--- src/rtl/fifo_reg_to_uart_pkg.sv ---
// Shared widths and state encodings for the UART transmit-side word-to-byte sequencer.
// The width constants match the receive-side byte-to-word register bank.
package fifo_reg_to_uart_pkg;

  localparam int BYTE_W     = 8;
  localparam int WORD_BYTES = 8;
  localparam int WORD_W     = 64;

  typedef enum logic [1:0] {
    ST_IDLE = 2'd0,
    ST_SEND = 2'd1,
    ST_DONE = 2'd2
  } state_t;

endpackage

--- src/rtl/fifo_reg_to_uart_piso.sv ---
// Parallel-in serial-out register: loads a whole word and shifts it out one byte
// at a time, least-significant byte first.
module piso_shift_reg
  import fifo_reg_to_uart_pkg::*;
#(
  parameter int WORD_W_P = WORD_W,
  parameter int BYTE_W_P = BYTE_W
) (
  input  logic                clk,
  input  logic                sys_rst_l,
  input  logic                load,
  input  logic                shift,
  input  logic [WORD_W_P-1:0] D_in,
  output logic [BYTE_W_P-1:0] D_out
);

  logic [WORD_W_P-1:0] r_shift;

  // Zeros fill from the top, so the register reads empty once all bytes have left.
  always_ff @(posedge clk or negedge sys_rst_l) begin
    if (!sys_rst_l) begin
      r_shift <= '0;
    end else if (load) begin
      r_shift <= D_in;
    end else if (shift) begin
      r_shift <= {BYTE_W_P'(0), r_shift[WORD_W_P-1:BYTE_W_P]};
    end
  end

  assign D_out = r_shift[BYTE_W_P-1:0];

endmodule

--- src/rtl/fifo_reg_to_uart.sv ---
// Transmit sequencer: captures one word on load and pushes its bytes, LSB first,
// into the UART TX FIFO while honouring the FIFO full flag.
module fifo_reg_to_uart
  import fifo_reg_to_uart_pkg::*;
#(
  parameter int pos_array = WORD_BYTES,
  parameter int byte_out  = BYTE_W,
  parameter int data_fifo = WORD_W
) (
  input  logic                 clk,
  input  logic                 sys_rst_l,
  input  logic                 load,
  input  logic [data_fifo-1:0] Din,
  input  logic                 tx_full,
  output logic                 wr_en,
  output logic [byte_out-1:0]  Dout,
  output logic                 busy,
  output logic                 done
);

  localparam int CNT_W = $clog2(pos_array);
  localparam logic [CNT_W-1:0] LAST_CNT = CNT_W'(pos_array - 1);

  state_t           r_state;
  state_t           w_nextState;
  logic [CNT_W-1:0] r_cnt;
  logic             w_accept;

  assign w_accept = (r_state == ST_IDLE) && load;
  // tx_full comes straight from a registered FIFO flag, so this path is loop-free.
  assign wr_en    = (r_state == ST_SEND) && !tx_full;
  assign busy     = (r_state != ST_IDLE);
  assign done     = (r_state == ST_DONE);

  piso_shift_reg #(
    .WORD_W_P (data_fifo),
    .BYTE_W_P (byte_out)
  ) u_piso (
    .clk       (clk),
    .sys_rst_l (sys_rst_l),
    .load      (w_accept),
    .shift     (wr_en),
    .D_in      (Din),
    .D_out     (Dout)
  );

  always_ff @(posedge clk or negedge sys_rst_l) begin
    if (!sys_rst_l) begin
      r_state <= ST_IDLE;
    end else begin
      r_state <= w_nextState;
    end
  end

  always_comb begin
    w_nextState = r_state;
    case (r_state)
      ST_IDLE: if (load) w_nextState = ST_SEND;
      ST_SEND: if (wr_en && (r_cnt == LAST_CNT)) w_nextState = ST_DONE;
      ST_DONE: w_nextState = ST_IDLE;
      default: w_nextState = ST_IDLE;
    endcase
  end

  // Byte index within the word; it only advances on an actual push.
  always_ff @(posedge clk or negedge sys_rst_l) begin
    if (!sys_rst_l) begin
      r_cnt <= '0;
    end else if (w_accept) begin
      r_cnt <= '0;
    end else if (wr_en) begin
      r_cnt <= r_cnt + 1'b1;
    end
  end

endmodule

--- config.mk ---
export PLATFORM = sky130hd
export DESIGN_NAME = fifo_reg_to_uart
export DESIGN_NICKNAME = d
export VERILOG_FILES = /design/src/rtl/fifo_reg_to_uart_pkg.sv /design/src/rtl/fifo_reg_to_uart_piso.sv /design/src/rtl/fifo_reg_to_uart.sv
export SDC_FILE = /design/constraint.sdc
export NUM_CORES = 1
export LEC_CHECK = 0
export CORE_MARGIN = 1
export CORE_UTILIZATION = 29
export CTS_CLUSTER_DIAMETER = 200
export CTS_CLUSTER_SIZE = 16
export DETAILED_ROUTE_END_ITERATION = 10
export MAX_ROUTING_LAYER = met4
export PLACE_DENSITY = 0.51
export SYNTH_ARGS = -nofsm -noshare
export SYNTH_HDL_FRONTEND = slang
export SYNTH_SLANG_ARGS = --single-unit
--- constraint.sdc ---
create_clock -name clk -period 2.12 [get_ports clk]
set_input_delay 0.318 -clock clk [delete_from_list [all_inputs] [get_ports clk]]
set_output_delay 0.318 -clock clk [all_outputs]
set_load 0.01 [all_outputs]
==> impl_results.md, run 1 <==
* Status: finished, final reports clean
* Die extent in y at 106 µm
* I/O pin count at 79
* Synthesized instance count at 347
* Final Slew Violations at 0
* Transition at the pin with the smallest max-transition slack at 0.657 ns
* Slowest Stage Delay on Critical Path at 0.52 ns
* Overall power after layout at 4.86 mW
* Maximum number of buffers from clock root to sink at 2
* Clock transition at path regs at 0.08 ns
* DRC at 0
* Maximum clock rate at 0.489 GHz
* Count of warnings emitted by yosys at 0
* Area delta synth->final at 34.3%
* Final hold viol count at 0
* Total negative setup slack at 0 ns
* Leakage at 1.84 nW
* Library cell contributing the largest single delay on the critical path: sky130_fd_sc_hd__clkdlybuf4s50_1
* Top cells by area, synth: sky130_fd_sc_hd__dfrtp_1 55%, sky130_fd_sc_hd__a21oi_1 15%, sky130_fd_sc_hd__nand2_1 7.2%
* Rel. slew slack at 0.561
* Data required time of the critical path at 1.80 ns
* Proportion of netlist area held by the largest area contributor at 0.551
* Cell area after synthesis at 0.00314 mm²
* Power density over cell area at 1150 mW/mm²
* Clock buffer count from CTS at 9
* Setup slack on the worst flop-to-flop path at 0.41 ns
* Count of state elements after synthesis at 69
* Number of distinct library cells after synthesis at 23
* Filler Cell Count at 1076
* Core Region at 0.0104 mm²
* Clock latency on the worst-skew pair at 0.34 ns
* Count of routing violations after the opening detailed-route iteration at 143
* Syn nets at 417
* Startpoint of the most critical setup path: r_state[1]$_DFFE_PN0P_
* Biggest area consumer among synthesized cells: sky130_fd_sc_hd__dfrtp_1
* Total number of vias at 2629
* CTS sink count at 69
* Worst min-delay path category: input pin to asynchronous set/reset pin
* TritonCTS clock tree: built
* Largest fanout on the critical path at 2
* Pin count of the biggest net entering global routing at 59
* Min Tclk post-route at 2.05 ns
* Global-route wire length before repair at 13200 µm
* X dimension of the die at 106 µm
* Final setup violation count at 0
* Die Area at 0.0112 mm²
* Routed length per instance at 14.5 µm
* Sequential element share of the synthesized area at 0.551
* Post-layout net count at 484
* Crit path kind: flop to output pin
* I/O Buffers at 78
* Synthesized area per cell at 9.04 µm²
* Data arrival at the endpoint of the critical path at 1.73 ns
* Post-route clock period utilization at 0.965
* Detailed Place HPWL at 5190 µm
* Vias per cell at 4.74
* Number of antenna repair diodes at 0
* Critical path launch point type: flop
* Initial antenna violation count at 0
* Std cell rows at 37
* RePlAce Congestion at 0.700
* H-tree level count at 3
* Vias in the first global route at 2628
* Kind of end point of the critical path: output pin
* Cell-by-cell trace of the critical path: or3b_4, clkinv_4, clkdlybuf4s50_1
* Total Routing Usage GR at 0.156
* Maximum ir drop on the vdd rail at 543 µV
* Antenna Nets Post-Route at 0
* Buffer cell driving the clock tree root: sky130_fd_sc_hd__clkbuf_8
* Setup repair after global routing missed its margin: false
* First-pass DRT Iterations at 4
* Max-capacitance violation count at 0
* Fraction of layout cells with a size suffix above 1 at 0.0835
* Reg2reg start: r_state[0]$_DFFE_PN0P_
* Total routed wirelength at 8060 µm
* GRT overflow at 0
* Worst clock skew at 0.00841 ns
* Initial core utilization at 0.301
critical path: cells and delay by family, from the launching register on:
kind | cells | cell delay (ns)
AND/OR/NAND/NOR | 1 | 0.42
flip-flops | 1 | 0.41
buffers and inverters | 2 | 0.57
logic make-up after synthesis:
kind of cell,count (synthesis),synth area share
XOR/XNOR,1,0.00279
flip-flops,69,0.551
AO/OA/AOI/OAI,114,0.200
buffers and inverters,36,0.0770
adder cells (fa/ha/maj),2,0.00798
AND/OR/NAND/NOR,125,0.162
layer usage:
metal | wire [µm] | share of wire | vias up | GRT usage
met2 | 3750 | 0.46 | 59 | 0.235
met1 | 3880 | 0.48 | 1264 | 0.209
met3 | 297 | 0.037 | 10 | 0.0258
li1 | - | - | 1296 | -
met4 | 136 | 0.017 | 0 | 0.0655
met5 | 0 | 0 | - | -
layout make-up:
cell class	instances	area [µm²]	share of cell area
inverter	2	12.5	0.00297
timing repair buffer	90	908	0.216
clock buffer	9	124	0.0294
multi-input combinational	242	1180	0.279
sequential	69	1730	0.411
clock inverter	7	90.1	0.0214
tap	136	170	0.0404
registers in the layout (all words and copies together) (netlist names):
signal	count
u_piso.r_shift	64
r_state	2
r_cnt	3
path summary, 6_finish.rpt:
check | to | cells past startpoint
max | wr_en | 3
max reg2reg | u_piso.r_shift[56]$_DFFE_PN0P_ | 5
min reg2reg | r_state[0]$_DFFE_PN0P_ | 1
max in group asynchronous | u_piso.r_shift[48]$_DFFE_PN0P_ | 3
min | u_piso.r_shift[57]$_DFFE_PN0P_ | 2
min in group clk | r_state[0]$_DFFE_PN0P_ | 1
cells in the mapped netlist (all sizes together):
library cell and count:
xnor2 1, a22oi 9, buf 27, nand2 60, a311oi 1, and2 1, ha 2, nor3b 1
or3b 2, a22o 8, clkbuf 7, a21oi 96, or2 1, nand3 9, nor2 50, inv 1
nor2b 1, dfrtp 69, clkinv 1
report_power, final:
group	switching [mW]	internal [mW]
Combinational	0.839	0.764
Clock	0.509	0.656
Sequential	0.275	1.81
Total	1.62	3.23
repair_timing:
action	CTS	global route
hold buffers	1	0
buffers inserted	1	1
setup endpoints to repair	1	1
pin swaps	0	0
gates resized for setup	3	0
hold endpoints to repair	30	0
layout by cell type, fill, tap and decap left out, types with 8 or more instances in the layout:
master                            synthesis  layout
sky130_fd_sc_hd__dfrtp_1                 69      67
sky130_fd_sc_hd__clkbuf_8                 0       9
sky130_fd_sc_hd__buf_4                    8       9
sky130_fd_sc_hd__a21oi_1                 96      96
sky130_fd_sc_hd__clkdlybuf4s50_1          0      77
sky130_fd_sc_hd__a22oi_1                  9       9
sky130_fd_sc_hd__a22o_1                   8       8
sky130_fd_sc_hd__nor2_1                  50      50
sky130_fd_sc_hd__nand3_1                  9       9
sky130_fd_sc_hd__nand2_1                 60      60
per-stage QoR:
stage / cells / hold WS, ns / cell area, µm² / worst slack (ns) / util
2_1_floorplan: 347 / 0.0224 / 3140 / 0.622 / -
3_3_place_gp: 536 / 0.298 / 3970 / -0.00578 / 0.381
3_5_place_dp: 536 / 0.291 / 3970 / -0.0132 / 0.381
4_1_cts: 554 / 0.465 / 4200 / 0.00939 / 0.403
5_1_grt: 555 / 0.482 / 4210 / 0.00883 / 0.404
6_report: 555 / 0.457 / 4210 / 0.0733 / 0.404
Note: power is estimated with default switching activity, not from simulation.
==> run 2: changes to the inputs <==
--- a/config.mk
+++ b/config.mk
@@ -10,6 +10,7 @@
 export CTS_CLUSTER_DIAMETER = 200
 export CTS_CLUSTER_SIZE = 16
 export DETAILED_ROUTE_END_ITERATION = 10
+export GPL_TIMING_DRIVEN = 0
 export MAX_ROUTING_LAYER = met4
 export PLACE_DENSITY = 0.51
 export SYNTH_ARGS = -nofsm -noshare
==> run 2 against run 1 <==
- count of clock-buffer cells in the layout increased by 4
- final area rose by 2.6%
- via count up 3.0%
- largest power group unchanged
- largest cell class unchanged
==> impl_results.md, run 2 (same netlist as run 1, synthesis figures left out) <==
* Global-route wire length before repair at 13700 µm (+3.6%)
* Top library cells by usage in the layout, fill and taps aside: 96 x sky130_fd_sc_hd__a21oi_1, 76 x sky130_fd_sc_hd__clkdlybuf4s50_1, 69 x sky130_fd_sc_hd__dfrtp_1
* Setup repair after global routing missed its margin: false
* Total negative setup slack at 0 ns (unchanged)
* X dimension of the die at 106 µm (unchanged)
* Final hold viol count at 0 (unchanged)
* TritonCTS clock tree: built
* Worst clock skew at 0.0102 ns (+0.00181 ns)
* Critical path launch point type: input pin
* I/O Buffers at 78 (unchanged)
* Buffer cell driving the clock tree root: sky130_fd_sc_hd__clkbuf_8
* Kind of end point of the critical path: output pin
* Clock transition at path regs at 0.07 ns (about the same)
* Crit path kind: input pin to output pin
* DRC at 0 (unchanged)
* Rel. slew slack at 0.400 (-0.160)
* Largest reg by FF count: u_piso.r_shift
* Data required time of the critical path at 1.80 ns (about the same)
* Core Region at 0.0104 mm² (unchanged)
* Worst Reg-to-Reg Cells at 6 (+1)
* Count of routing violations after the opening detailed-route iteration at 138 (-3.5%)
* Clock latency on the worst-skew pair at 0.34 ns (about the same)
* Vias in the first global route at 2661 (+1.3%)
* Maximum ir drop on the vdd rail at 355 µV (-35%)
* Power density over cell area at 1150 mW/mm² (-0.40%)
* Post-Route Hold Slack at 0.0711 ns (-0.386 ns)
* Initial antenna violation count at 0 (unchanged)
* Post-layout net count at 511 (+5.6%)
* I/O pin count at 79 (unchanged)
* Number of antenna repair diodes at 0 (unchanged)
* First-pass DRT Iterations at 4 (unchanged)
* Die extent in y at 106 µm (unchanged)
* Transition at the pin with the smallest max-transition slack at 0.899 ns (+0.243 ns)
* Fraction of layout cells with a size suffix above 1 at 0.110 (+0.0268)
* Maximum number of buffers from clock root to sink at 2 (unchanged)
* Std cell rows at 37 (unchanged)
* RePlAce Congestion at 0.759 (+8.5%)
* Area delta synth->final at 37.8%
* Min Tclk post-route at 2.03 ns (-0.0180 ns)
* Antenna Nets Post-Route at 0 (unchanged)
* Data arrival at the endpoint of the critical path at 1.71 ns (-0.02 ns)
* CTS sink count at 69 (unchanged)
* Final Slew Violations at 0 (unchanged)
* Final setup violation count at 0 (unchanged)
* Fraction of the core area covered by cells at the end of the flow at 0.415 (+0.0107)
* Total routed wirelength at 8300 µm (+3.0%)
* Post-route clock period utilization at 0.957 (-0.00850)
* Die Area at 0.0112 mm² (unchanged)
* Status: finished, final reports clean
* Leakage at 1.93 nW (+5.0%)
* Max-capacitance violation count at 0 (unchanged)
* Worst min-delay path category: input pin to asynchronous set/reset pin
* Commonest non-fill, non-tap cell in the layout: sky130_fd_sc_hd__a21oi_1
* Maximum clock rate at 0.493 GHz (+0.89%)
* H-tree level count at 3 (unchanged)
* Detailed Place HPWL at 5970 µm (+15%)
* GRT overflow at 0 (unchanged)
* Initial core utilization at 0.301 (unchanged)
* Flip-flop count of the largest register, all copies and words added at 64 (unchanged)
* Filler Cell Count at 1078 (+0.19%)
* Pin count of the biggest net entering global routing at 70 (+19%)
* Total Routing Usage GR at 0.162 (+0.00540)
* Vias per cell at 4.67 (-1.4%)
* Total number of vias at 2709 (+3.0%)
* Largest registers ranked by flip-flop count: u_piso.r_shift: 64 flops, r_cnt: 3 flops, r_state: 2 flops
* Clock buffer count from CTS at 9 (unchanged)
* Largest fanout on the critical path at 10 (+8)
* Routed length per instance at 14.3 µm (-1.5%)
run 2: cell types whose count changed in the layout (fill, tap and decap cells not counted), sizes merged:
cell           before  now
bufinv              2    1
clkdlybuf4s50      77   76
clkdlybuf4s15       0    1
clkbuf              9   20
clkinv              4    1
clkinvlp            2    0
dlygate4sd3         1    0
buf                12   33
run 2: path summary, 6_finish.rpt:
check | from | end | slack (ns)
worst max-delay path | tx_full | wr_en | 0.09
worst min-delay path | sys_rst_l | u_piso.r_shift[49]$_DFFE_PN0P_ | 0.07
worst max register to register | r_state[0]$_DFFE_PN0P_ | u_piso.r_shift[22]$_DFFE_PN0P_ | 0.30
worst min register to register | u_piso.r_shift[14]$_DFFE_PN0P_ | u_piso.r_shift[14]$_DFFE_PN0P_ | 0.50
max in group asynchronous | sys_rst_l | u_piso.r_shift[6]$_DFFE_PN0P_ | 1.43
min in group clk | u_piso.r_shift[14]$_DFFE_PN0P_ | u_piso.r_shift[14]$_DFFE_PN0P_ | 0.50
run 2: area by class of cell:
cell class	instances	area (µm²)	area share
Timing Repair Buffer	83	817	0.189
Inverter	2	12.5	0.00290
Multi-Input combinational cell	242	1170	0.270
Buffer	34	229	0.0530
Clock inverter	1	30.0	0.00695
Tap cell	136	170	0.0394
Clock buffer	13	169	0.0391
Sequential cell	69	1730	0.400
run 2: per-stage QoR:
| stage | cells | setup slack [ns] | instance area [µm²] | power, mW |
|---|---|---|---|---|
| after floorplan | 347 | 0.622 | 3140 | 3.22 |
| after global placement | 561 | -1.73 | 4090 | 3.85 |
| after detailed placement | 561 | -0.283 | 4080 | 3.88 |
| after CTS | 577 | 0.0117 | 4300 | 5.00 |
| after global routing | 580 | 0.0261 | 4320 | 5.33 |
| final | 580 | 0.0913 | 4320 | 4.97 |
run 2: where the power goes:
group / leakage (nW) / switching, mW / internal, mW
Clock: 0.102 / 0.466 / 0.628
Combinational: 0.924 / 0.894 / 0.888
Sequential: 0.901 / 0.276 / 1.81
Total: 1.93 / 1.64 / 3.33
run 2: timing repair:
item / in CTS / in global routing
hold buffers: 0 / 0
pin swaps: 0 / 0
buffers inserted: 2 / 3
resized for setup: 3 / 0
setup endpoints to repair: 1 / 1
run 2: metal layers:
metal,part of all wire,track usage,vias to the layer above,routed length (µm)
met5,0,-,-,0
met4,0.016,0.0655,0,129
met3,0.050,0.0221,11,415
met2,0.46,0.242,62,3800
met1,0.48,0.221,1284,3950
li1,-,-,1352,-
run 2: critical path, stage by stage:
cell                              delay [ns]
sky130_fd_sc_hd__clkdlybuf4s50_1        0.43
sky130_fd_sc_hd__or3b_1                 0.36
sky130_fd_sc_hd__buf_2                  0.17
sky130_fd_sc_hd__clkinv_4               0.07
sky130_fd_sc_hd__buf_6                  0.13
sky130_fd_sc_hd__clkdlybuf4s15_2        0.23
==> run 3: changes to the inputs <==
--- a/config.mk
+++ b/config.mk
@@ -5,12 +5,13 @@
 export SDC_FILE = /design/constraint.sdc
 export NUM_CORES = 1
 export LEC_CHECK = 0
+export ABC_CLOCK_PERIOD_IN_PS = 2120
 export CORE_MARGIN = 1
 export CORE_UTILIZATION = 29
 export CTS_CLUSTER_DIAMETER = 200
 export CTS_CLUSTER_SIZE = 16
 export DETAILED_ROUTE_END_ITERATION = 10
-export GPL_TIMING_DRIVEN = 0
+export GPL_TIMING_DRIVEN = 1
 export MAX_ROUTING_LAYER = met4
 export PLACE_DENSITY = 0.51
 export SYNTH_ARGS = -nofsm -noshare
==> results of run 3 <==
The final DEF is identical to that of run 1; final timing and power are the same.
